<file path="src/rtl/cpl_bundle_writer.sv">
// Bundle writer: streams payload words into a scratchpad slot, one write at a time, then pushes the bundle.
// Optional length header at index MAX_WORDS-1 is enabled by defining CPL_BUNDLE_LENGTH_HDR_EN.
module cpl_bundle_writer #(
  parameter int MAX_WORDS = 32
) (
  input  logic        iClock,
  input  logic        iReset,
  input  logic [31:0] iWordData,
  input  logic        iWordValid,
  input  logic        iWordLast,
  output logic        oWordReady,
  output logic [31:0] oCPLWriteAddress,
  output logic [31:0] oCPLWriteData,
  output logic        oCPLWriteValid,
  input  logic        iCPLWriteAck,
  output logic        oCPLPushBundleValid,
  input  logic        iCPLPushBundleReady,
  output logic        oOverflow,
  output logic [5:0]  oWordCount,
  output logic [15:0] oBundleCount
);

  localparam int ADDR_BITS = $clog2(MAX_WORDS);

`ifdef CPL_BUNDLE_LENGTH_HDR_EN
  localparam logic [5:0] CAPACITY = 6'(MAX_WORDS - 1);
  localparam logic [ADDR_BITS-1:0] HDR_INDEX = ADDR_BITS'(MAX_WORDS - 1);
`else
  localparam logic [5:0] CAPACITY = 6'(MAX_WORDS);
`endif

  typedef enum logic [1:0] {
    S_ACCEPT = 2'd0,
    S_WRITE  = 2'd1,
    S_PUSH   = 2'd2
`ifdef CPL_BUNDLE_LENGTH_HDR_EN
    ,
    S_HDR    = 2'd3
`endif
  } state_t;

  state_t stateR;
  logic   lastR;
  logic   acceptS;

  function automatic logic [31:0] wordAddress(input logic [ADDR_BITS-1:0] index);
    return {{(32 - ADDR_BITS - 2){1'b0}}, index, 2'b00};
  endfunction

  // Ready is a pure state decode, forced low while reset is held.
  assign oWordReady = (stateR == S_ACCEPT) && !iReset;
  assign acceptS    = oWordReady && iWordValid;

  // Bundle sequencer: accept, write with ack handshake, optional header, push.
  always_ff @(posedge iClock) begin
    if (iReset) begin
      stateR              <= S_ACCEPT;
      lastR               <= 1'b0;
      oCPLWriteAddress    <= 32'd0;
      oCPLWriteData       <= 32'd0;
      oCPLWriteValid      <= 1'b0;
      oCPLPushBundleValid <= 1'b0;
      oOverflow           <= 1'b0;
      oWordCount          <= 6'd0;
      oBundleCount        <= 16'd0;
    end else begin
      case (stateR)
        S_ACCEPT: begin
          if (acceptS) begin
            if (oWordCount < CAPACITY) begin
              oCPLWriteAddress <= wordAddress(oWordCount[ADDR_BITS-1:0]);
              oCPLWriteData    <= iWordData;
              oCPLWriteValid   <= 1'b1;
              lastR            <= iWordLast;
              stateR           <= S_WRITE;
            end else begin
              // Overflow word is dropped; the count stays saturated at capacity.
              oOverflow <= 1'b1;
              if (iWordLast) begin
`ifdef CPL_BUNDLE_LENGTH_HDR_EN
                stateR <= S_HDR;
`else
                oCPLPushBundleValid <= 1'b1;
                stateR              <= S_PUSH;
`endif
              end else begin
                stateR <= S_ACCEPT;
              end
            end
          end else begin
            stateR <= S_ACCEPT;
          end
        end
        S_WRITE: begin
          if (iCPLWriteAck) begin
            oCPLWriteValid <= 1'b0;
            oWordCount     <= oWordCount + 6'd1;
            if (lastR) begin
`ifdef CPL_BUNDLE_LENGTH_HDR_EN
              stateR <= S_HDR;
`else
              oCPLPushBundleValid <= 1'b1;
              stateR              <= S_PUSH;
`endif
            end else begin
              stateR <= S_ACCEPT;
            end
          end else begin
            stateR <= S_WRITE;
          end
        end
`ifdef CPL_BUNDLE_LENGTH_HDR_EN
        S_HDR: begin
          // First cycle loads the header from the settled count, then waits for its ack.
          if (!oCPLWriteValid) begin
            oCPLWriteAddress <= wordAddress(HDR_INDEX);
            oCPLWriteData    <= {oOverflow, 25'd0, oWordCount};
            oCPLWriteValid   <= 1'b1;
          end else if (iCPLWriteAck) begin
            oCPLWriteValid      <= 1'b0;
            oCPLPushBundleValid <= 1'b1;
            stateR              <= S_PUSH;
          end else begin
            stateR <= S_HDR;
          end
        end
`endif
        S_PUSH: begin
          if (iCPLPushBundleReady) begin
            oCPLPushBundleValid <= 1'b0;
            oBundleCount        <= oBundleCount + 16'd1;
            oWordCount          <= 6'd0;
            oOverflow           <= 1'b0;
            stateR              <= S_ACCEPT;
          end else begin
            stateR <= S_PUSH;
          end
        end
        default: begin
          oCPLWriteValid      <= 1'b0;
          oCPLPushBundleValid <= 1'b0;
          stateR              <= S_ACCEPT;
        end
      endcase
    end
  end

endmodule
</file>
<file path="config.mk">
export PLATFORM = sky130hd
export DESIGN_NAME = cpl_bundle_writer
export DESIGN_NICKNAME = d
export VERILOG_FILES = /design/src/rtl/cpl_bundle_writer.sv
export SDC_FILE = /design/constraint.sdc
export NUM_CORES = 1
export LEC_CHECK = 0
export ABC_CLOCK_PERIOD_IN_PS = 3250
export CAP_MARGIN = 5
export CORE_MARGIN = 2
export CORE_UTILIZATION = 44
export CTS_BUF_LIST = sky130_fd_sc_hd__clkbuf_16
export CTS_CLUSTER_DIAMETER = 150
export DETAILED_ROUTE_END_ITERATION = 8
export GPL_ROUTABILITY_DRIVEN = 0
export PLACE_DENSITY = 0.85
export SETUP_SLACK_MARGIN = 0.5
export SYNTH_ARGS = -nofsm -noshare
export SYNTH_HDL_FRONTEND = slang
export SYNTH_SLANG_ARGS = --single-unit
export TNS_END_PERCENT = 5
</file>
<file path="constraint.sdc">
create_clock -name iClock -period 3.25 [get_ports iClock]
set_input_delay 0.8125 -clock iClock [delete_from_list [all_inputs] [get_ports iClock]]
set_output_delay 0.8125 -clock iClock [all_outputs]
set_load 0.05 [all_outputs]
</file>
[Yosys cells after proc, flatten, opt, wreduce, memory -nomap -nowiden]
Index checks and enable logic that the tools add are counted.
Storage, ports and cells
  memory bits (writable): 0
  bits in latches: 0
  memory bits (read-only): 0
  register bits after elaboration: 65
  output and inout bits: 90
  bits of input ports: 38
  logic and storage cells: 58
  memories kept: 0
Cells by class
  equal/unequal tests: 9
  reductions and logical operators: 12
  magnitude comparators: 1
  bitwise operators: 1
  mux-type cells: 24
  divide/modulo/power cells: 0
  shift-type cells: 0
  multiply operators: 0
  add/subtract/negate cells: 2
Operators by type and width (number)
  $add A16 B1 Y16 const B: 1
  $mux W2: 6
  $mux W6: 2
  $ne A2 B2 Y1 const B: 6
  $pmux W6 S2: 1
  $mux W1: 11
  $reduce_and A4 Y1: 2
  $add A6 B1 Y6 const B: 1
  $lt A6 B6 Y1 const B: 1
  $pmux W1 S3: 2
  $pmux W2 S3: 1
  $reduce_and A3 Y1: 2
  $reduce_and A6 Y1: 1
  $reduce_bool A2 Y1: 2
  $eq A2 B1 Y1 const B: 1
  $eq A2 B2 Y1 const B: 1
  $logic_and A1 B1 Y1: 2
  $logic_not A2 Y1: 1
  $ne A2 B1 Y1 const B: 1
  $pmux W1 S2: 1
  $reduce_and A2 Y1: 1
  $logic_not A1 Y1: 1
  $not A1 Y1: 1

[Logic depth before layout (Yosys ltp)]
  depth in word-level cells: 5
  mapped depth: 7
  gate-level depth less buffers: 5

[Worst setup path before layout]
Ideal clock, no wire load.
  path type: input-to-reg
  start: in iReset
  end: reg oCPLWriteAddress[2]
  setup slack: 202 ps
  arrival: 2978 ps
  stages: 7
  path through: clkbuf_1 nor3_1 and3b_1 buf_2 buf_2 nand2_1 a21oi_1
Between the ends
  longest elaborated chain between the ends: 4
RTL lines
  start: declaration: line 7  | input logic iReset,
  $logic_not A1 Y1: line 51  | assign oWordReady = (stateR == S_ACCEPT) && !iReset;
  $logic_and A1 B1 Y1: line 51
  named net oWordReady: line 11  | output logic oWordReady,
  $logic_and A1 B1 Y1: line 52  | assign acceptS = oWordReady && iWordValid;
  $reduce_and A3 Y1 (no source line)
  end signal: assignment: line 71  | oCPLWriteAddress <= wordAddress(oWordCount[ADDR_BITS-1:0]);
  end: declaration: line 12  | output logic [31:0] oCPLWriteAddress,
The timed path passes the listed nets, and every way through them passes these cells.
A chain may end at the register's enable or synchronous reset.

[Final worst setup path]
  start: in iCPLPushBundleReady
  end: reg oBundleCount[15]
Between the ends
  longest elaborated chain between the ends: 1
RTL lines
  start: declaration: line 17  | input logic iCPLPushBundleReady,
  $reduce_and A2 Y1 (no source line)
  end signal: assignment: line 131  | oBundleCount <= oBundleCount + 16'd1;
  end: declaration: line 20  | output logic [15:0] oBundleCount
No other way between the ends.

==> results.py <==
metrics = {
    "outcome": {
        "status": "completed",
    },
    "synthesis": {
        "ys_seq_area_share_pct": 47.5,
        "synth_edf_count": 0,
        "synth-warning-count": 0,
        "synth_seq_cells": 65,
        "syn-cell-area_sq_mm": 0.00274,
        "synthCells": 337,
        "syn_avg_cell_area_sq_um": 8.13,
        "async_flop_share_pct": 0,
        "synthFlopType": "dfxtp_1",
        "ys_types": 36,
    },
    "timing": {
        "fmax_mhz": 405,
        "setup_slack_ns": 0.783,
        "worst_slew_pin_slew_ns": 0.640,
        "finalSetupTns_ns": 0,
        "maxSlewHeadroom_pct": 57.3,
        "fin_crit_sh_pct": 75.9,
        "worst_hold_slack_ns": 0.451,
        "period_minus_slack_ns": 2.47,
        "rsz0062_at_grt": "false",
        "hold_viol": 0,
        "finalClockSkew_ns": 0.00281,
        "drv_slew": 0,
        "setup_violations": 0,
    },
    "placement": {
        "place_inst": 496,
        "place_area_sq_mm": 0.00369,
        "hpwl_mm": 4.51,
        "port_buffers": 100,
        "pre_cts_ws_ns": 0.471,
    },
    "worst_hold_path": {
        "hold_start": "oCPLWriteData[5]",
        "whs_endpoint": "oCPLWriteData[5]",
        "min_path_type": "register to register",
        "worstHoldPathCells": 2,
    },
    "route": {
        "viasPerCell": 4.87,
        "vias": 2491,
        "wl_mm": 6.47,
        "route.met2.wl_mm": 3.02,
        "drtIter0Drc": 76,
        "wl_per_cell_um": 12.6,
        "drtPass1Iterations": 4,
        "drt-met1-wl_mm": 2.82,
        "top_layer": "met4",
        "ant_nets": 0,
        "met3_length_um": 496,
        "drc_errors": 0,
    },
    "global_routing": {
        "grt-ovfl-total": 0,
        "grt_pass1_wl_mm": 10.5,
        "grt_max_degree": 62,
        "antenna_found_initial": 0,
        "grt_pass1_vias": 2343,
        "grt_use_total_pct": 18.4,
    },
    "critical_path": {
        "path_delay_family": "simple AND/OR/NAND/NOR gates",
        "crit_buf_inv": 1,
        "cp_cell_sequence": "clkdlybuf4s50_1 -> nand4_2 -> or4_4 -> or3_1 -> a21oi_1",
        "reg2reg_slack_ns": 1.20,
        "slowest_stage": "or4_4",
        "timing.rr.start": "stateR[1]",
        "rr_endpoint": "oBundleCount[15]",
        "reg2reg_depth": 4,
        "end_kind": "register",
        "cp_data_required_time_ns": 3.50,
        "cp.arrival_ns": 2.71,
        "critical_path.max_stage_delay_ns": 0.61,
        "start_kind": "primary input",
        "critPathKind": "primary input to register",
        "cp_max_fo": 6,
    },
    "finish": {
        "final_core_util_pct": 66.3,
        "n_antenna_cell": 0,
        "drive_gt1_share_pct": 5.26,
        "final_cell_mix": "clkdlybuf4s50_1, nand2_1, dfxtp_1",
        "syn_to_final_growth_pct": 44.1,
        "regArea_sq_mm": 0.00130,
        "finalNonFillerCells": 512,
        "fin_nets": 472,
        "final_cell_area_sq_mm": 0.00395,
        "filler_cell_count": 499,
        "layout_commonest_cell": "clkdlybuf4s50_1",
        "multi_input_area_sq_mm": 0.00126,
    },
    "clock_network": {
        "cts_resized": 0,
        "cts-root-buf": "clkbuf_16",
        "cts_hold_buf": 0,
        "htree_levels": 3,
        "cts_setup_buffers": 0,
        "clock_latency_ns": 0.32,
        "cts.sinks": 65,
        "tritoncts": "done",
        "ctsLongestPathBuffers": 2,
        "numCtsBuffers": 9,
        "clkTransAtPathRegs_ns": 0.05,
    },
    "die": {
        "core-area_sq_mm": 0.00596,
        "initial_utilization_pct": 46.0,
        "chipWidth_um": 82.9,
        "rows": 28,
        "die-area_sq_mm": 0.00687,
        "pin_count": 128,
        "die_h_um": 82.9,
    },
    "power_and_ir_drop": {
        "vdd_drop_max_v": 0.000343,
        "total_power_mw": 1.94,
        "p_per_area_mw_per_mm2": 492,
        "leakagePower_nw": 1.46,
    },
    "job": {
        "max_cap_viol_count": 0,
    },
}
[power breakdown]
| part | internal (mW) | switching (mW) | leakage [nW] | total [mW] |
|---|---|---|---|---|
| registers | 0.820 | 0.0141 | 0.527 | 0.834 |
| clock network | 0.500 | 0.309 | 0.143 | 0.809 |
| logic | 0.0931 | 0.204 | 0.790 | 0.298 |
[state kept, by name, summed over array words and instances, names as in the netlist]
name	flops
lastR	1
oBundleCount	16
oCPLPushBundleValid	1
oCPLWriteAddress	5
oCPLWriteData	32
oCPLWriteValid	1
oOverflow	1
oWordCount	6
stateR	2
[cells by family after synthesis]
| group | Yosys count | synth area share [%] |
|---|---|---|
| flip-flops | 65 | 47.5 |
| multiplexers | 1 | 0.411 |
| XOR/XNOR | 14 | 4.48 |
| other | 1 | 0.137 |
| adder cells (fa/ha/maj) | 2 | 0.914 |
| buffers and inverters | 48 | 10.4 |
| AND/OR/NAND/NOR | 144 | 24.2 |
| AO/OA/AOI/OAI | 62 | 12.0 |
[worst reg2reg max path, stage by stage, from the launching register on]
cell and delay, ns:
dfxtp_1 0.62, nand4_2 0.23, or4_4 0.61, or3_1 0.38, a21oi_1 0.14
[metal layers]
metal | track usage (%) | vias to the layer above
met3 | 7.16 | 13
met1 | 21.4 | 1126
met4 | 7.00 | 0
met2 | 30.4 | 94
li1 | - | 1258
met5 | 0 | -
[worst max-delay path by stage]
stage                              startpoint             endpoint  cells after the start
after floorplan                        iReset  oCPLWriteAddress[2]                      7
after detailed placement  iCPLPushBundleReady     oBundleCount[15]                      5
final                     iCPLPushBundleReady     oBundleCount[15]                      5
after CTS                 iCPLPushBundleReady     oBundleCount[15]                      5
after global placement    iCPLPushBundleReady     oBundleCount[15]                      5
after global routing      iCPLPushBundleReady     oBundleCount[15]                      5
[synthesized netlist by cell type (3+ instances only)]
library cell / count / area share (%)
nand2_1: 86 / 12
dfxtp_1: 65 / 48
a21oi_1: 46 / 8.4
buf_4: 27 / 7.4
nor2_1: 22 / 3.0
clkbuf_1: 16 / 2.2
xnor2_1: 10 / 3.2
o21ai_0: 9 / 1.6
nand3_1: 6 / 1.1
nor3_1: 6 / 1.1
xor2_1: 4 / 1.3
and3b_1: 3 / 0.96
inv_1: 3 / 0.41
nand3b_1: 3 / 0.82
nand4b_1: 3 / 0.96
or3_1: 3 / 0.69
[layout make-up]
type / instances / share of cell area [%]
Inverter: 3 / 0.285
Clock inverter: 7 / 0.792
Sequential cell: 65 / 33.0
Timing Repair Buffer: 103 / 26.1
Multi-Input combinational cell: 250 / 31.8
Clock buffer: 9 / 5.71
Tap cell: 75 / 2.38
No activity file was read; power rests on OpenSTA's default activity.
==> variant 1, RTL diff (same flow settings) <==
Set the parameter `MAX_WORDS` to 16 (it was 32).
--- a/src/rtl/cpl_bundle_writer.sv
+++ b/src/rtl/cpl_bundle_writer.sv
@@ -1,7 +1,7 @@
 // Bundle writer: streams payload words into a scratchpad slot, one write at a time, then pushes the bundle.
 // Optional length header at index MAX_WORDS-1 is enabled by defining CPL_BUNDLE_LENGTH_HDR_EN.
 module cpl_bundle_writer #(
-  parameter int MAX_WORDS = 32
+  parameter int MAX_WORDS = 16
 ) (
   input  logic        iClock,
   input  logic        iReset,
Function: no difference found for any inputs over 10 cycles, from zero or initial values and one cycle with iReset high; that may be too few to reach the edited logic, so the function may still have changed.
==> variant 1 against the original RTL <==
  * Worst hold slack better by 0.00083 ns
  * Synthesized area is 1.8% higher
  * Synthesized cell count is 0.30% lower
  * Cell area is 0.13% lower
  * Setup slack worse by 0.070 ns
  * Routed wire length is 2.0% higher
  * Sequential cell count is 1 lower
  * Non-clock buffer count is 1 lower
  * Power is 3.5% higher
==> variant 1: results (changes against the original RTL) <==
\begin{tabular}{lr}
\hline
Metric & Value \\
\hline
\multicolumn{2}{l}{\textbf{Power and ir drop}} \\
\quad IR Drop Worst-Case VDD & 0.451 mV (was 0.343 mV) \\
\quad Power per cell area & 510 nW/um\^{}2 (was 492 nW/um\^{}2) \\
\quad Switching Share & 26.4\% (was 27.2\%) \\
\quad Static leakage & 1.46 nW (about the same) \\
\quad Sequential cell fraction of total power & 40.9\% (was 43.0\%) \\
\multicolumn{2}{l}{\textbf{Synthesis}} \\
\quad Leading cell types by count after synthesis & nand2\_1 (80), dfxtp\_1 (64), a21oi\_1 (48) (was nand2\_1 (86), dfxtp\_1 (65), a21oi\_1 (46)) \\
\quad Yosys cell types & 44 (was 36) \\
\quad Synthesized area divided by synthesized cell count & 8.30 sq um (was 8.13 sq um) \\
\quad Share of synthesized area occupied by flip-flops and latches & 46.0\% (was 47.5\%) \\
\multicolumn{2}{l}{\textbf{Place}} \\
\quad Buffers added on ports & 99 (was 100) \\
\quad Placed Cells incl. Taps & 491 (was 496) \\
\quad Post-DP HPWL & 4590 um (was 4510 um) \\
\multicolumn{2}{l}{\textbf{Critical path}} \\
\quad Setup slack on the worst flop-to-flop path & 1.42 ns (was 1.20 ns) \\
\quad Crit-path leading delay family & buffers and inverters (was simple AND/OR/NAND/NOR gates) \\
\quad Capturing instance or port of the critical path & oBundleCount[2] (was oBundleCount[15]) \\
\quad Origin of the worst setup path & oBundleCount[2] (was iCPLPushBundleReady) \\
\quad Launch point of the worst reg-to-reg path & stateR[1] (unchanged) \\
\quad Maximum fanout along the worst path & 8 (was 6) \\
\quad Worst endpoint data arrival time & 1.72 ns (was 2.71 ns) \\
\quad CP max stage delay & 0.88 ns (was 0.61 ns) \\
\quad Slowest stage cell on the critical path & clkdlybuf4s50\_1 (was or4\_4) \\
\multicolumn{2}{l}{\textbf{Timing}} \\
\quad Clock tree skew after final layout & 0.00602 ns (was 0.00281 ns) \\
\quad Worst Max-Slew Pin Slew & 0.622 ns (was 0.640 ns) \\
\quad WHS & 0.451 ns (about the same) \\
\multicolumn{2}{l}{\textbf{Global route}} \\
\quad Wire length of the first global-routing pass & 10900 um (was 10500 um) \\
\multicolumn{2}{l}{\textbf{Finish}} \\
\quad Share of cells above drive strength 1 & 4.86\% (was 5.26\%) \\
\quad Number of inserted filler cells in the final layout & 510 (was 499) \\
\multicolumn{2}{l}{\textbf{Routing}} \\
\quad Aggregate routed wire length & 6600 um (was 6470 um) \\
\quad Detailed router's first-iteration violation count & 87 (was 76) \\
\quad Via density per instance & 5.00 (was 4.87) \\
\multicolumn{2}{l}{\textbf{Hold path}} \\
\quad Hold Crit Start & oCPLWriteData[30] (was oCPLWriteData[5]) \\
\multicolumn{2}{l}{\textbf{Outcome}} \\
\quad Status & complete, no violations (unchanged) \\
\hline
\end{tabular}
variant 1: cell types whose count changed after synthesis, moves of 3 or more:
cell      change
nand2_1       -6
o21ai_0       -4
clkbuf_1      -6
xnor2_1       -4
buf_6         +3
and3b_1       -3
buf_4         +4
nand3_1       +4
nor3_1        -3
variant 1: worst min-delay path by stage:
stage,end,depth (start not counted)
floorplan,lastR,2
global placement,oCPLWriteData[14],2
detailed placement,oCPLWriteData[20],2
CTS,oCPLWriteData[20],2
global route,oCPLWriteData[2],2
finish,oCPLWriteData[30],2
variant 1: cell families after synthesis:
| kind of cell | count (synthesis) | share of synthesized area, % |
|---|---|---|
| xor gates and xnor gates | 12 | 3.77 |
| buffers and inverters | 50 | 12.3 |
| adders and majority gates | 2 | 0.898 |
| and+or+nand+nor | 141 | 23.6 |
| muxes | 2 | 0.763 |
| AOI/OAI and AO/OA | 64 | 12.6 |
| DFF | 64 | 46.0 |
| other | 1 | 0.135 |
variant 1: layout make-up:
class / count / area [sq um] / area share (%)
clock buffers: 9 / 225 / 5.71
clock inverters: 7 / 53.8 / 1.36
inverters: 1 / 3.75 / 0.0952
multi-input cells: 249 / 1270 / 32.1
flip-flops and latches: 64 / 1280 / 32.5
well taps: 75 / 93.8 / 2.38
repair buffers: 102 / 1020 / 25.8
variant 1: stage by stage:
stage               utilization [%]  area (sq um)
floorplan                         -          2890
detailed placement             60.8          3660
global route                   65.4          3940
finish                         65.4          3940
CTS                            65.4          3940
global placement               60.8          3660
variant 1: routing by layer:
metal	global-route usage, %	share of wire (%)	vias up
met3	4.35	5.8	14
li1	-	-	1253
met2	32.0	49	99
met4	9.97	2.5	0
met1	22.3	43	1169
met5	0	0	-
==> variant 2, RTL diff (same flow settings) <==
Made on the original files. Register the output `oBundleCount` once more, without a reset; this adds one clock of latency there. The other outputs are not delayed to match.
--- a/src/rtl/cpl_bundle_writer.sv
+++ b/src/rtl/cpl_bundle_writer.sv
@@ -39,6 +39,8 @@
 `endif
   } state_t;
 
+  logic [15:0] oBundleCount_s0;
+
   state_t stateR;
   logic   lastR;
   logic   acceptS;
@@ -62,7 +64,7 @@
       oCPLPushBundleValid <= 1'b0;
       oOverflow           <= 1'b0;
       oWordCount          <= 6'd0;
-      oBundleCount        <= 16'd0;
+      oBundleCount_s0     <= 16'd0;
     end else begin
       case (stateR)
         S_ACCEPT: begin
@@ -128,7 +130,7 @@
         S_PUSH: begin
           if (iCPLPushBundleReady) begin
             oCPLPushBundleValid <= 1'b0;
-            oBundleCount        <= oBundleCount + 16'd1;
+            oBundleCount_s0     <= oBundleCount_s0 + 16'd1;
             oWordCount          <= 6'd0;
             oOverflow           <= 1'b0;
             stateR              <= S_ACCEPT;
@@ -145,4 +147,8 @@
     end
   end
 
+  always_ff @(posedge iClock) begin
+    oBundleCount <= oBundleCount_s0;
+  end
+
 endmodule
Function: changed (Yosys sat finds a counterexample within 4 cycles, from zero or initial values and one cycle with iReset high).
==> variant 2 against the original RTL <==
  * Sequential cell count grew 16
  * Critical path depth shrank 4
  * Synthesized area grew 13%
  * Clock power grew 18%
  * Worst hold slack lost 0.079 ns
  * Cell area grew 10%
  * First-iteration DRC count grew 62%
  * Power grew 18%
  * Setup slack lost 0.053 ns
  * Routed wire length grew 5.8%
==> variant 2: results (changes against the original RTL) <==
\begin{tabular}{lr}
\hline
Metric & Value \\
\hline
\multicolumn{2}{l}{\textbf{Outcome}} \\
\quad Status & complete, no violations (unchanged) \\
\multicolumn{2}{l}{\textbf{Timing}} \\
\quad Worst slew margin relative to its limit & 58.6\% (was 57.3\%) \\
\quad Clock tree skew after final layout & 0.00450 ns (was 0.00281 ns) \\
\multicolumn{2}{l}{\textbf{Clock tree}} \\
\quad Clock sinks & 81 (was 65) \\
\multicolumn{2}{l}{\textbf{Finish}} \\
\quad Total area of multi-input combinational cells & 1290 sq um (was 1260 sq um) \\
\quad Leading registers by flop count & oCPLWriteData: 32 flops, oBundleCount: 16 flops, oBundleCount\_s0: 16 flops (was oCPLWriteData: 32 flops, oBundleCount: 16 flops, oWordCount: 6 flops) \\
\quad Multi-input logic cell count & 255 (was 250) \\
\quad Share of cells above drive strength 1 & 5.27\% (was 5.26\%) \\
\quad Proportion of final cell area spent on non-clock buffers & 23.6\% (was 26.1\%) \\
\quad Final std cell area, no fill & 4340 sq um (was 3950 sq um) \\
\multicolumn{2}{l}{\textbf{Routing}} \\
\quad Average detailed-routed wire length per instance & 12.4 um (was 12.6 um) \\
\quad Met2 wirelength from detailed routing & 3360 um (was 3020 um) \\
\quad Met1 wire length & 2830 um (was 2820 um) \\
\multicolumn{2}{l}{\textbf{Critical path}} \\
\quad Worst endpoint data arrival time & 1.71 ns (was 2.71 ns) \\
\quad Origin of the worst setup path & oWordCount[5] (was iCPLPushBundleReady) \\
\multicolumn{2}{l}{\textbf{Global route}} \\
\quad Met3 usage in global routing & 7.92\% (was 7.16\%) \\
\quad GRT Resource Usage Total & 18.2\% (was 18.4\%) \\
\quad GR Util met1 & 21.9\% (was 21.4\%) \\
\quad Wire length of the first global-routing pass & 10900 um (was 10500 um) \\
\multicolumn{2}{l}{\textbf{Power and ir drop}} \\
\quad Sw power & 0.593 mW (was 0.527 mW) \\
\quad Static leakage & 1.57 nW (was 1.46 nW) \\
\quad Internal power of the cells & 1.69 mW (was 1.41 mW) \\
\multicolumn{2}{l}{\textbf{Synthesis}} \\
\quad Post-Synth Adder-Cell Area & 0.808\% (was 0.914\%) \\
\quad Leading cell types by count after synthesis & nand2\_1 (86), dfxtp\_1 (81), a21oi\_1 (47) (was nand2\_1 (86), dfxtp\_1 (65), a21oi\_1 (46)) \\
\quad Share of synthesized area occupied by flip-flops and latches & 52.4\% (was 47.5\%) \\
\multicolumn{2}{l}{\textbf{Place}} \\
\quad Post-DP HPWL & 4870 um (was 4510 um) \\
\quad Placed Cells incl. Taps & 536 (was 496) \\
\hline
\end{tabular}
variant 2: worst min path at each step:
| stage | start | slack, ns | cells past startpoint | end |
|---|---|---|---|---|
| finish | oBundleCount_s0[15] | 0.37 | 0 | oBundleCount[15] |
| global route | oBundleCount_s0[15] | 0.38 | 0 | oBundleCount[15] |
| CTS | oBundleCount_s0[15] | 0.37 | 0 | oBundleCount[15] |
| detailed placement | oBundleCount_s0[15] | 0.36 | 0 | oBundleCount[15] |
| global placement | oBundleCount_s0[15] | 0.36 | 0 | oBundleCount[15] |
| floorplan | oBundleCount_s0[15] | 0.34 | 0 | oBundleCount[15] |
variant 2: cell families (layout without fill, tap and decap cells):
| kind of cell | Yosys count | count (layout) |
|---|---|---|
| flops | 81 | 81 |
| mux | 1 | 1 |
| xor+xnor | 15 | 15 |
| buf+inv | 47 | 119 |
| fa+ha+maj | 2 | 2 |
| other cells | 1 | 27 |
| simple gates | 148 | 148 |
| compound gates | 62 | 62 |
